## src/rtl/aes_text_stream_adapter.sv

```systemverilog
// aes_text_stream_adapter: packs four 32-bit stream words into an AES block, loads the core,
// captures the result and streams it back out as four words.
module aes_text_stream_adapter #(
  parameter int WORD_W      = 32,
  parameter int BLK_W       = 128,
  parameter int TIMEOUT_CYC = 64
) (
  input  logic              clk,
  input  logic              rst,
  input  logic              s_valid,
  output logic              s_ready,
  input  logic [WORD_W-1:0] s_data,
  output logic              aes_ld,
  output logic [BLK_W-1:0]  aes_text_in,
  input  logic              aes_done,
  input  logic [BLK_W-1:0]  aes_text_out,
  output logic              m_valid,
  input  logic              m_ready,
  output logic [WORD_W-1:0] m_data,
  output logic              busy,
  output logic              timeout_err
);
  localparam logic [1:0] FILL = 2'd0, LOAD = 2'd1, BUSY = 2'd2, DRAIN = 2'd3;
  localparam int CW = $clog2(TIMEOUT_CYC);
  logic [1:0] state, idx;
  logic [CW-1:0] cnt;
  logic [BLK_W-1:0] obuf;
  assign s_ready = state == FILL;
  assign aes_ld  = state == LOAD;
  assign m_valid = state == DRAIN;
  assign busy    = state != FILL;
  // one word index serves both directions; it is back at 0 whenever a block boundary is reached
  assign m_data  = obuf[BLK_W-1-WORD_W*idx -: WORD_W];
  always_ff @(posedge clk) begin
    if (!rst) begin
      state       <= FILL;
      idx         <= '0;
      cnt         <= '0;
      aes_text_in <= '0;
      obuf        <= '0;
      timeout_err <= 1'b0;
    end else begin
      case (state)
        FILL: if (s_valid) begin
          aes_text_in[BLK_W-1-WORD_W*idx -: WORD_W] <= s_data;
          idx <= idx + 2'd1;
          if (idx == 2'd3) state <= LOAD;
        end
        LOAD: begin
          cnt   <= '0;
          state <= BUSY;
        end
        BUSY: if (aes_done) begin
          obuf  <= aes_text_out;
          state <= DRAIN;
        end else if (cnt == CW'(TIMEOUT_CYC - 1)) begin
          timeout_err <= 1'b1;
          state       <= FILL;
        end else begin
          cnt <= cnt + 1'b1;
        end
        default: if (m_ready) begin
          idx <= idx + 2'd1;
          if (idx == 2'd3) state <= FILL;
        end
      endcase
    end
  end
endmodule
```

## config.mk

```make
export PLATFORM = sky130hd
export DESIGN_NAME = aes_text_stream_adapter
export DESIGN_NICKNAME = d
export VERILOG_FILES = /design/src/rtl/aes_text_stream_adapter.sv
export SDC_FILE = /design/constraint.sdc
export NUM_CORES = 1
export LEC_CHECK = 0
export CAP_MARGIN = 15
export CORE_MARGIN = 5
export CORE_UTILIZATION = 53
export CTS_BUF_LIST = sky130_fd_sc_hd__clkbuf_8
export CTS_CLUSTER_SIZE = 30
export DETAILED_ROUTE_END_ITERATION = 16
export GPL_TIMING_DRIVEN = 0
export PLACE_DENSITY = 0.88
export SYNTH_ARGS = -nofsm -noshare
export SYNTH_HDL_FRONTEND = slang
export SYNTH_SLANG_ARGS = --single-unit
```

## constraint.sdc

```tcl
create_clock -name clk -period 3.25 [get_ports clk]
set_input_delay 0.4875 -clock clk [delete_from_list [all_inputs] [get_ports clk]]
set_output_delay 0.4875 -clock clk [all_outputs]
set_load 0.02 [all_outputs]
```

---- After elaboration in Yosys (flattened, before gate mapping) ----
Index checks and enable logic that the tools add are counted.
Widths: inputs -> output; s select.
word-level totals
  input bits .............................. 165
  register bits ........................... 267
  word-level logic and storage cells ...... 52
  output and inout bits ................... 165
operators by class
  add/subtract/negate cells ............... 4
  bitwise operators ....................... 2
  reductions and logical operators ........ 13
  multiplexer cells ....................... 14
  equality and inequality tests ........... 10
  shift operators ......................... 3
operators by type and width
  cell                       number
  $shift 32x34->159 const A  1
  $shiftx 159x33->32         1
  $shiftx 32x34->159         1
  $bwmux 128                 1
  $neg 32->34                1
  $mux 2                     8
  $mux 6                     2
  $pmux 6 s2                 1
  $reduce_and 3->1           3
  $sub 7x7->8 const A        1
  $add 6x1->6 const B        1
  $eq 2x2->1 const B         3
  $eq 6x6->1 const B         1
  $ne 2x2->1 const B         3
  $pmux 2 s3                 1
  $reduce_bool 2->1          3
  $reduce_and 5->1           1
  $pmux 2 s2                 1
  $reduce_and 2->1           2
  $reduce_bool 4->1          1
  $ne 3x3->1 const B         1
  $reduce_bool 3->1          1
  $add 2x1->2 const B        1
  $eq 2x1->1 const B         1
  other kinds (4)            5

---- Longest topological paths before layout ----
Gate-level depths: netlist of the first run.
  depth in word-level cells ............... 4
  mapped depth ............................ 8
  depth with buffers taken out ............ 6

---- Worst setup path before layout of the first run ----
No wires, ideal clock.
  path type ............................... register -> output
  from .................................... register idx[0]
  to ...................................... output m_data[0]
  path buffers ............................ 2
  stages on the path, launching flop included .. 4
  slack ................................... 1371 ps
  arrival ................................. 1392 ps
  required time ........................... 2762 ps
  path through ............................ dfxtp_1 buf_4 buf_2 mux4_2
between the ends
  longest elaborated chain between the ends .. 2
ends and longest elaborated chain
  what                    line  text
  from (decl)             25    logic [1:0] state, idx;
  from (signal assigned)  46    idx <= idx + 2'd1;
  from (signal assigned)  63    idx <= idx + 2'd1;
  $sub 7x7->8             33    assign m_data = obuf[BLK_W-1-WORD_W*idx -: WORD_W];
  $shiftx 159x33->32      33
  to (decl)               19    output logic [WORD_W-1:0] m_data,
No other way between the ends.

---- Worst setup path after layout of the first run ----
  from .................................... register idx[1]
  to ...................................... output m_data[1]
The elaborated chain is that of the path after synthesis.

==> flow_metrics.tcl, run 1 <==
set metrics [dict create \
    run_status "completed" \
    relSlewSlack_pct 58.32 \
    worstHoldEndpoint "timeout_err$_SDFFE_PN0P_" \
    synth.mux.area_fraction_pct 6.692 \
    synth-edff-count 0 \
    clkTransAtPathRegs_ns 0.06 \
    worst_clock_skew_ns 0.01941 \
    clk_latency_ns 0.56 \
    start_kind "flip-flop" \
    p_total_uw 6806 \
    max-cap-violations 0 \
    timing.hold.worst.class "in2reg" \
    dr.pass1.iters 6 \
    cts_post_setup_buffers_inserted 0 \
    internal-power_uw 5103 \
    detailed_place_hpwl_um 28920 \
    netSwitchingFraction_pct 25.03 \
    min-delay-start "rst" \
    worst_r2r_startpoint "state[0]$_SDFFE_PN0P_" \
    die_width_um 154.5 \
    crit_path_end_kind "output pin" \
    drt-wirelength-per-cell_um 19.66 \
    warnings_from_yosys 0 \
    finalNetCount 1796 \
    synth-adder-area-share_pct 1.017 \
    synthTopCellsByArea "dfxtp_1 48%, nand2_1 13%, a21boi_1 12%, mux4_2 6.5%, nand3_1 6.1%" \
    synth_largest_type_area_fraction_pct 48.29 \
    dominant_combinational_cell_family_by_area_after_synthesis "simple AND/OR/NAND/NOR gates" \
    simple_gate_fraction_of_synth_area_pct 20.51 \
    cts-buffers-inserted 43 \
    area.growth.synth_to_final_pct 39.93 \
    worst-endpoint-required_ns 2.76 \
    finalHoldViolations 0 \
    pwr-share-clk_pct 39.7 \
    final.period_utilization_pct 95.08 \
    fraction_of_the_yosys_area_taken_by_sequential_cells_pct 48.29 \
    synth_nets 1425 \
    gate_count_of_the_mapped_netlist 1251 \
    synthArstFlopShare_pct 0 \
    grt_pass1_vias 10731 \
    initial_core_util_pct 54.18 \
    grtUsageTotal_pct 30.72 \
    critPathKind "reg2out" \
    vdd.ir_drop.worst_mv 0.2615 \
    synth_xor_area_share_pct 0.1583 \
    final_util_pct 75.81 \
    largest_net_degree_at_the_start_of_global_routing 11 \
    vertical_die_dimension_um 154.5 \
    cts.htree.levels 2 \
    final_antenna_net_count 0 \
    pwr-share-comb_pct 11.3 \
    coreArea_sq_mm 0.02043 \
    synth_compound_area_share_pct 18.77 \
    grt_setup_unrepaired "no" \
    ctsLongestPathBuffers 3 \
    p_seq_share_pct 49.0 \
    clock_tree.root_cell "clkbuf_8" \
    ys_seq_elements 267 \
    synth.distinct_cells 35 \
    vias 10863 \
    synth_flop_cell "dfxtp_1" \
    min_clock_period_post_route_ns 3.090 \
    num_io_pins 330 \
    arrival_ns 2.60 \
    yosys.area.top_type "dfxtp_1" \
    number_of_drc_markers_after_the_initial_detailed_route_iteration 768 \
    netSwitchingPower_uw 1704 \
    remaining_drc_errors 0 \
    worst_r2r_path_depth 7 \
    worst_r2r_endpoint "obuf[36]$_SDFFE_PN0P_" \
    post_synth.cell_area_avg_sq_um 8.847 \
    r2r_slack_ns 1.04 \
    tightestPinTransition_ns 0.6187 \
    drt_wl_total_um 37830 \
    share_of_cells_above_drive_strength_1_pct 9.455 \
    cts.sink_count 267 \
    route.detailed.vias_per_inst 5.646 \
    io_buffer_count 327 \
    final_cells 1924 \
    static-leakage-power_uw 0.005375 \
    totalNegativeSetupSlack_ns 0 \
    dieArea_sq_mm 0.02387 \
    placedCellCount 1848 \
    grt_antenna_before_repair 4 \
    max_freq_ghz 0.3236 \
    routabilityCongestion 0.8966 \
    slew_viol_final 0 \
    timing.critical_path.fanout_max 18 \
    tritoncts "done" \
    grt_pass1_wl_um 58380 \
    rows 52 \
    setup_violations 0 \
    p_per_area_mw_per_mm2 439.5 \
    mapped_area_sq_mm 0.01107 \
    hold_path_depth 2 \
    overflow 0 \
]
==> cells in the mapped netlist, types with 4 or more instances <==
cell / n
mux4_2: 32
a21oi_1: 7
ha_1: 9
buf_2: 53
clkbuf_1: 48
nand2_1: 391
nor2_1: 8
inv_1: 4
a21boi_0: 81
o21ai_0: 4
nand3_1: 134
and3_1: 4
dfxtp_1: 267
a21boi_1: 176
==> cells in the final DEF, fill, tap and decap left out, drive strengths merged <==
master         synthesis  layout
xnor2                  1       1
inv                    6      22
ha                     9       9
clkbuf                51     104
dfxtp                267     267
o21ai                  4       4
nand3                136     136
nor3                   1       1
and3                   4       4
clkinv                 0       6
o22ai                  1       1
nand2                392     392
a41o                   1       1
xor2                   1       1
mux2i                  2       2
a21boi               257     257
or4                    1       1
o21a                   1       1
or3                    3       3
o211a                  1       1
diode                  0       4
and2                   2       2
o31ai                  2       2
o21bai                 1       1
o211ai                 3       3
nor4                   1       1
buf                   56      53
clkdlybuf4s50          0     327
mux4                  32      32
a21oi                  7       7
nor2                   8       8
==> kinds of logic after synthesis <==
kind of cell / Yosys count
buffers and inverters: 113
adder cells (fa/ha/maj): 9
AND/OR/NAND/NOR: 548
AO/OA/AOI/OAI: 278
multiplexers: 34
flip-flops: 267
XOR/XNOR: 2
==> worst max path at each step <==
stage | slack [ns] | start | cells after the start | endpoint
after global routing | 0.05 | idx[1]$_SDFFE_PN0P_ | 4 | m_data[4]
after CTS | 0.0007 | idx[1]$_SDFFE_PN0P_ | 4 | m_data[30]
after detailed placement | 0.55 | idx[1]$_SDFFE_PN0P_ | 4 | m_data[1]
after floorplan | 1.37 | idx[0]$_SDFFE_PN0P_ | 3 | m_data[0]
after global placement | 0.57 | idx[1]$_SDFFE_PN0P_ | 4 | m_data[7]
final | 0.16 | idx[1]$_SDFFE_PN0P_ | 4 | m_data[1]
==> registers in the layout, indices dropped and copies added, names as in the netlist <==
| name | cells |
|---|---|
| aes_text_in | 128 |
| obuf | 128 |
| cnt | 6 |
| idx | 2 |
| state | 2 |
| timeout_err | 1 |
==> per-layer routing <==
metal	GRT usage, %	wire length (um)	up-vias	share of wire, %
met5	0	0	-	0
met4	15.98	1884	0	5.0
met3	6.287	3327	121	8.8
met2	51.98	18430	574	49
met1	36.99	14190	5173	38
li1	-	-	4995	-
==> through the flow <==
step	worst slack, ns	hold slack [ns]	instance area, sq um
6_report	0.1601	0.3924	15490
5_1_grt	0.05228	0.4072	15490
4_1_cts	0.0007077	0.3902	15470
3_5_place_dp	0.5546	0.4432	14680
3_3_place_gp	0.5695	0.4373	14680
2_1_floorplan	1.371	0.4319	11070
==> timing repair <==
action / CTS / global route
endpoints found under the setup margin: 5 / 27
cloned: 0 / 0
resized for setup: 1 / 5
hold buffers: 0 / 0
==> power groups by stage <==
stage	clock [uW]	sequential, uW	combinational [uW]
floorplan	0	3450	293
global placement	0	3410	747
detailed placement	0	3410	756
CTS	2720	3340	761
global route	2890	3340	810
finish	2700	3340	767
==> worst max-delay path, cell delays in order (launching register included) <==
cell             delay (ns)
dfxtp_1                0.36
buf_4                  0.30
clkbuf_2               0.42
mux4_2                 0.37
clkdlybuf4s50_1        0.61
==> cell type report <==
| cell class | count | area (sq um) |
|---|---|---|
| antenna | 4 | 10.01 |
| clock inverter | 22 | 90.09 |
| inverter | 6 | 22.52 |
| clock buffer | 51 | 701.9 |
| fill | 1500 | 4942 |
| multi-input combinational | 871 | 5218 |
| sequential | 267 | 5345 |
| tap | 270 | 337.8 |
| buffer | 106 | 489.2 |
| timing repair buffer | 327 | 3273 |
No activity file was read; power rests on OpenSTA's default activity.
==> run 2: changes to the inputs <==
--- a/config.mk
+++ b/config.mk
@@ -13,6 +13,7 @@
 export DETAILED_ROUTE_END_ITERATION = 16
 export GPL_TIMING_DRIVEN = 0
 export PLACE_DENSITY = 0.88
+export SLEW_MARGIN = 5
 export SYNTH_ARGS = -nofsm -noshare
 export SYNTH_HDL_FRONTEND = slang
 export SYNTH_SLANG_ARGS = --single-unit
==> results of run 2 <==
The final DEF is identical to that of run 1; final timing and power are the same.
==> run 3: changes to the inputs <==
--- a/config.mk
+++ b/config.mk
@@ -7,12 +7,12 @@
 export LEC_CHECK = 0
 export CAP_MARGIN = 15
 export CORE_MARGIN = 5
-export CORE_UTILIZATION = 53
+export CORE_UTILIZATION = 49
 export CTS_BUF_LIST = sky130_fd_sc_hd__clkbuf_8
 export CTS_CLUSTER_SIZE = 30
 export DETAILED_ROUTE_END_ITERATION = 16
 export GPL_TIMING_DRIVEN = 0
-export PLACE_DENSITY = 0.88
+export PLACE_DENSITY = 0.83
 export SLEW_MARGIN = 5
 export SYNTH_ARGS = -nofsm -noshare
 export SYNTH_HDL_FRONTEND = slang
==> constraint.sdc (replaced) <==
create_clock -name clk -period 3.1 [get_ports clk]
set_input_delay 0.465 -clock clk [delete_from_list [all_inputs] [get_ports clk]]
set_output_delay 0.465 -clock clk [all_outputs]
set_load 0.02 [all_outputs]
==> flow_metrics.tcl, run 3 (synthesis results as in run 1) <==
set metrics [dict create \
    route.detailed.vias_per_inst 5.447 \
    grt_pass1_wl_um 57330 \
    setup_violations 0 \
    io_buffer_count 327 \
    pwr-share-clk_pct 41.0 \
    totalNegativeSetupSlack_ns 0 \
    clock_tree.root_cell "clkbuf_8" \
    worst_r2r_endpoint "obuf[28]$_SDFFE_PN0P_" \
    arrival_ns 2.52 \
    min_clock_period_post_route_ns 2.987 \
    routed-wl-met2_um 17560 \
    fillerInstances 1754 \
    critical_path_buf_inv_count 3 \
    largest_net_degree_at_the_start_of_global_routing 11 \
    dieArea_sq_mm 0.02569 \
    drt-wirelength-per-cell_um 18.97 \
    pwr-share-comb_pct 11.0 \
    final.setup.worst_slack_ns 0.1129 \
    static-leakage-power_uw 0.005402 \
    final.period_utilization_pct 96.36 \
    multi_input_area_sq_mm 0.005218 \
    grt_setup_unrepaired "no" \
    area.growth.synth_to_final_pct 40.64 \
    ctsLongestPathBuffers 3 \
    number_of_drc_markers_after_the_initial_detailed_route_iteration 610 \
    tightestPinTransition_ns 0.6786 \
    num_io_pins 330 \
    critPathKind "reg2out" \
    crit_path_end_kind "output pin" \
    final_antenna_net_count 0 \
    dp_worst_setup_slack_ns 0.4261 \
    netSwitchingPower_uw 1818 \
    max_freq_ghz 0.3348 \
    seq_area_sq_mm 0.005345 \
    critical_path_cell_by_cell "buf_4, buf_4, mux4_2, clkdlybuf4s50_1" \
    clk_latency_ns 0.55 \
    remaining_drc_errors 0 \
    critical_path_source "idx[0]$_SDFFE_PN0P_" \
    coreArea_sq_mm 0.02243 \
    detailed_place_hpwl_um 28210 \
    vias 10579 \
    reg.largest.list "aes_text_in: 128 flops, obuf: 128 flops, cnt: 6 flops" \
    initial_core_util_pct 49.34 \
    timing.critical_path.fanout_max 10 \
    share_of_cells_above_drive_strength_1_pct 9.909 \
    timing.hold.worst.class "in2reg" \
    postCtsHoldBufs 0 \
    clkTransAtPathRegs_ns 0.06 \
    cts-buffers-inserted 43 \
    rows 55 \
    crit_path_frequent_cell "buf_4" \
    tritoncts "done" \
    run_status "completed" \
    cts.sink_count 267 \
    vdd.ir_drop.worst_mv 0.2838 \
    crit_family "buffers and inverters" \
    p_per_area_mw_per_mm2 468.5 \
    critPathMaxStageDelay_ns 0.58 \
    final_cells 1942 \
    grt_antenna_before_repair 4 \
    start_kind "flip-flop" \
    routabilityCongestion 0.8834 \
    p_seq_share_pct 47.9 \
    dr.pass1.iters 5 \
    finalNetCount 1797 \
    route.top_layer_used "met5" \
    timing.critical_path.slowest_stage_cell "mux4_2" \
    slew_viol_final 0 \
    layout_common_cells "391 x nand2_1, 327 x clkdlybuf4s50_1, 267 x dfxtp_1" \
    final_util_pct 69.39 \
    overflow 0 \
    worst_r2r_startpoint "state[0]$_SDFFE_PN0P_" \
    worst-endpoint-required_ns 2.63 \
    drt_wl_total_um 36830 \
    placedCellCount 1863 \
    grtUsageTotal_pct 27.77 \
    most_common_cell_after_layout_fill_and_taps_aside "nand2_1" \
    netSwitchingFraction_pct 24.93 \
    internal-power_uw 5475 \
    worst_clock_skew_ns 0.03236 \
    vertical_die_dimension_um 160.3 \
    grt_pass1_vias 10594 \
    cts.htree.levels 2 \
    min-delay-start "rst" \
    wl_met1_um 14680 \
    critical_path_depth 4 \
    wl_met3_um 2620 \
    finalHoldViolations 0 \
    relSlewSlack_pct 54.29 \
    worst_r2r_path_depth 7 \
    r2r_slack_ns 1.03 \
    max-cap-violations 0 \
    crit_end "m_data[29]" \
    die_width_um 160.3 \
]
## run 3: worst min path at each step
stage | cells past startpoint | to
4_1_cts | 2 | timeout_err$_SDFFE_PN0P_
3_5_place_dp | 2 | aes_text_in[75]$_SDFFE_PN0P_
3_3_place_gp | 2 | aes_text_in[9]$_SDFFE_PN0P_
6_report | 2 | timeout_err$_SDFFE_PN0P_
5_1_grt | 2 | timeout_err$_SDFFE_PN0P_
2_1_floorplan | 2 | obuf[32]$_SDFFE_PN0P_
## run 3: timing repair
| item | in CTS | in global routing |
|---|---|---|
| endpoints found under the setup margin | 29 | 0 |
| buffers inserted | 0 | 0 |
| gates resized for setup | 6 | 0 |
## run 3: cell type report
class,instances,area share (%)
sequential,267,34.34
multi-input combinational,871,33.52
timing repair buffer,327,21.03
clock buffer,52,4.598
buffer,107,3.175
tap,285,2.291
clock inverter,25,0.8761
inverter,6,0.1447
antenna,2,0.03215
## run 3: through the flow
stage | power [uW] | instance area, sq um | hold WS [ns]
final | 7292 | 15570 | 0.3911
after global routing | 7543 | 15570 | 0.3967
after CTS | 7325 | 15560 | 0.3502
after detailed placement | 4365 | 14700 | 0.4418
after global placement | 4356 | 14700 | 0.4367
after floorplan | 3925 | 11070 | 0.4319
## run 3: power by group through the flow
stage / combinational [uW] / clock (uW) / sequential [uW]
finish: 804 / 2990 / 3500
global route: 852 / 3190 / 3500
CTS: 801 / 3030 / 3500
detailed placement: 793 / 0 / 3570
global placement: 786 / 0 / 3570
floorplan: 307 / 0 / 3620
## run 3: routing by layer
layer | vias up | global-route usage (%)
li1 | 4995 | -
met1 | 5034 | 33.97
met2 | 430 | 46.28
met3 | 116 | 5.851
met4 | 4 | 14.55
met5 | - | 0
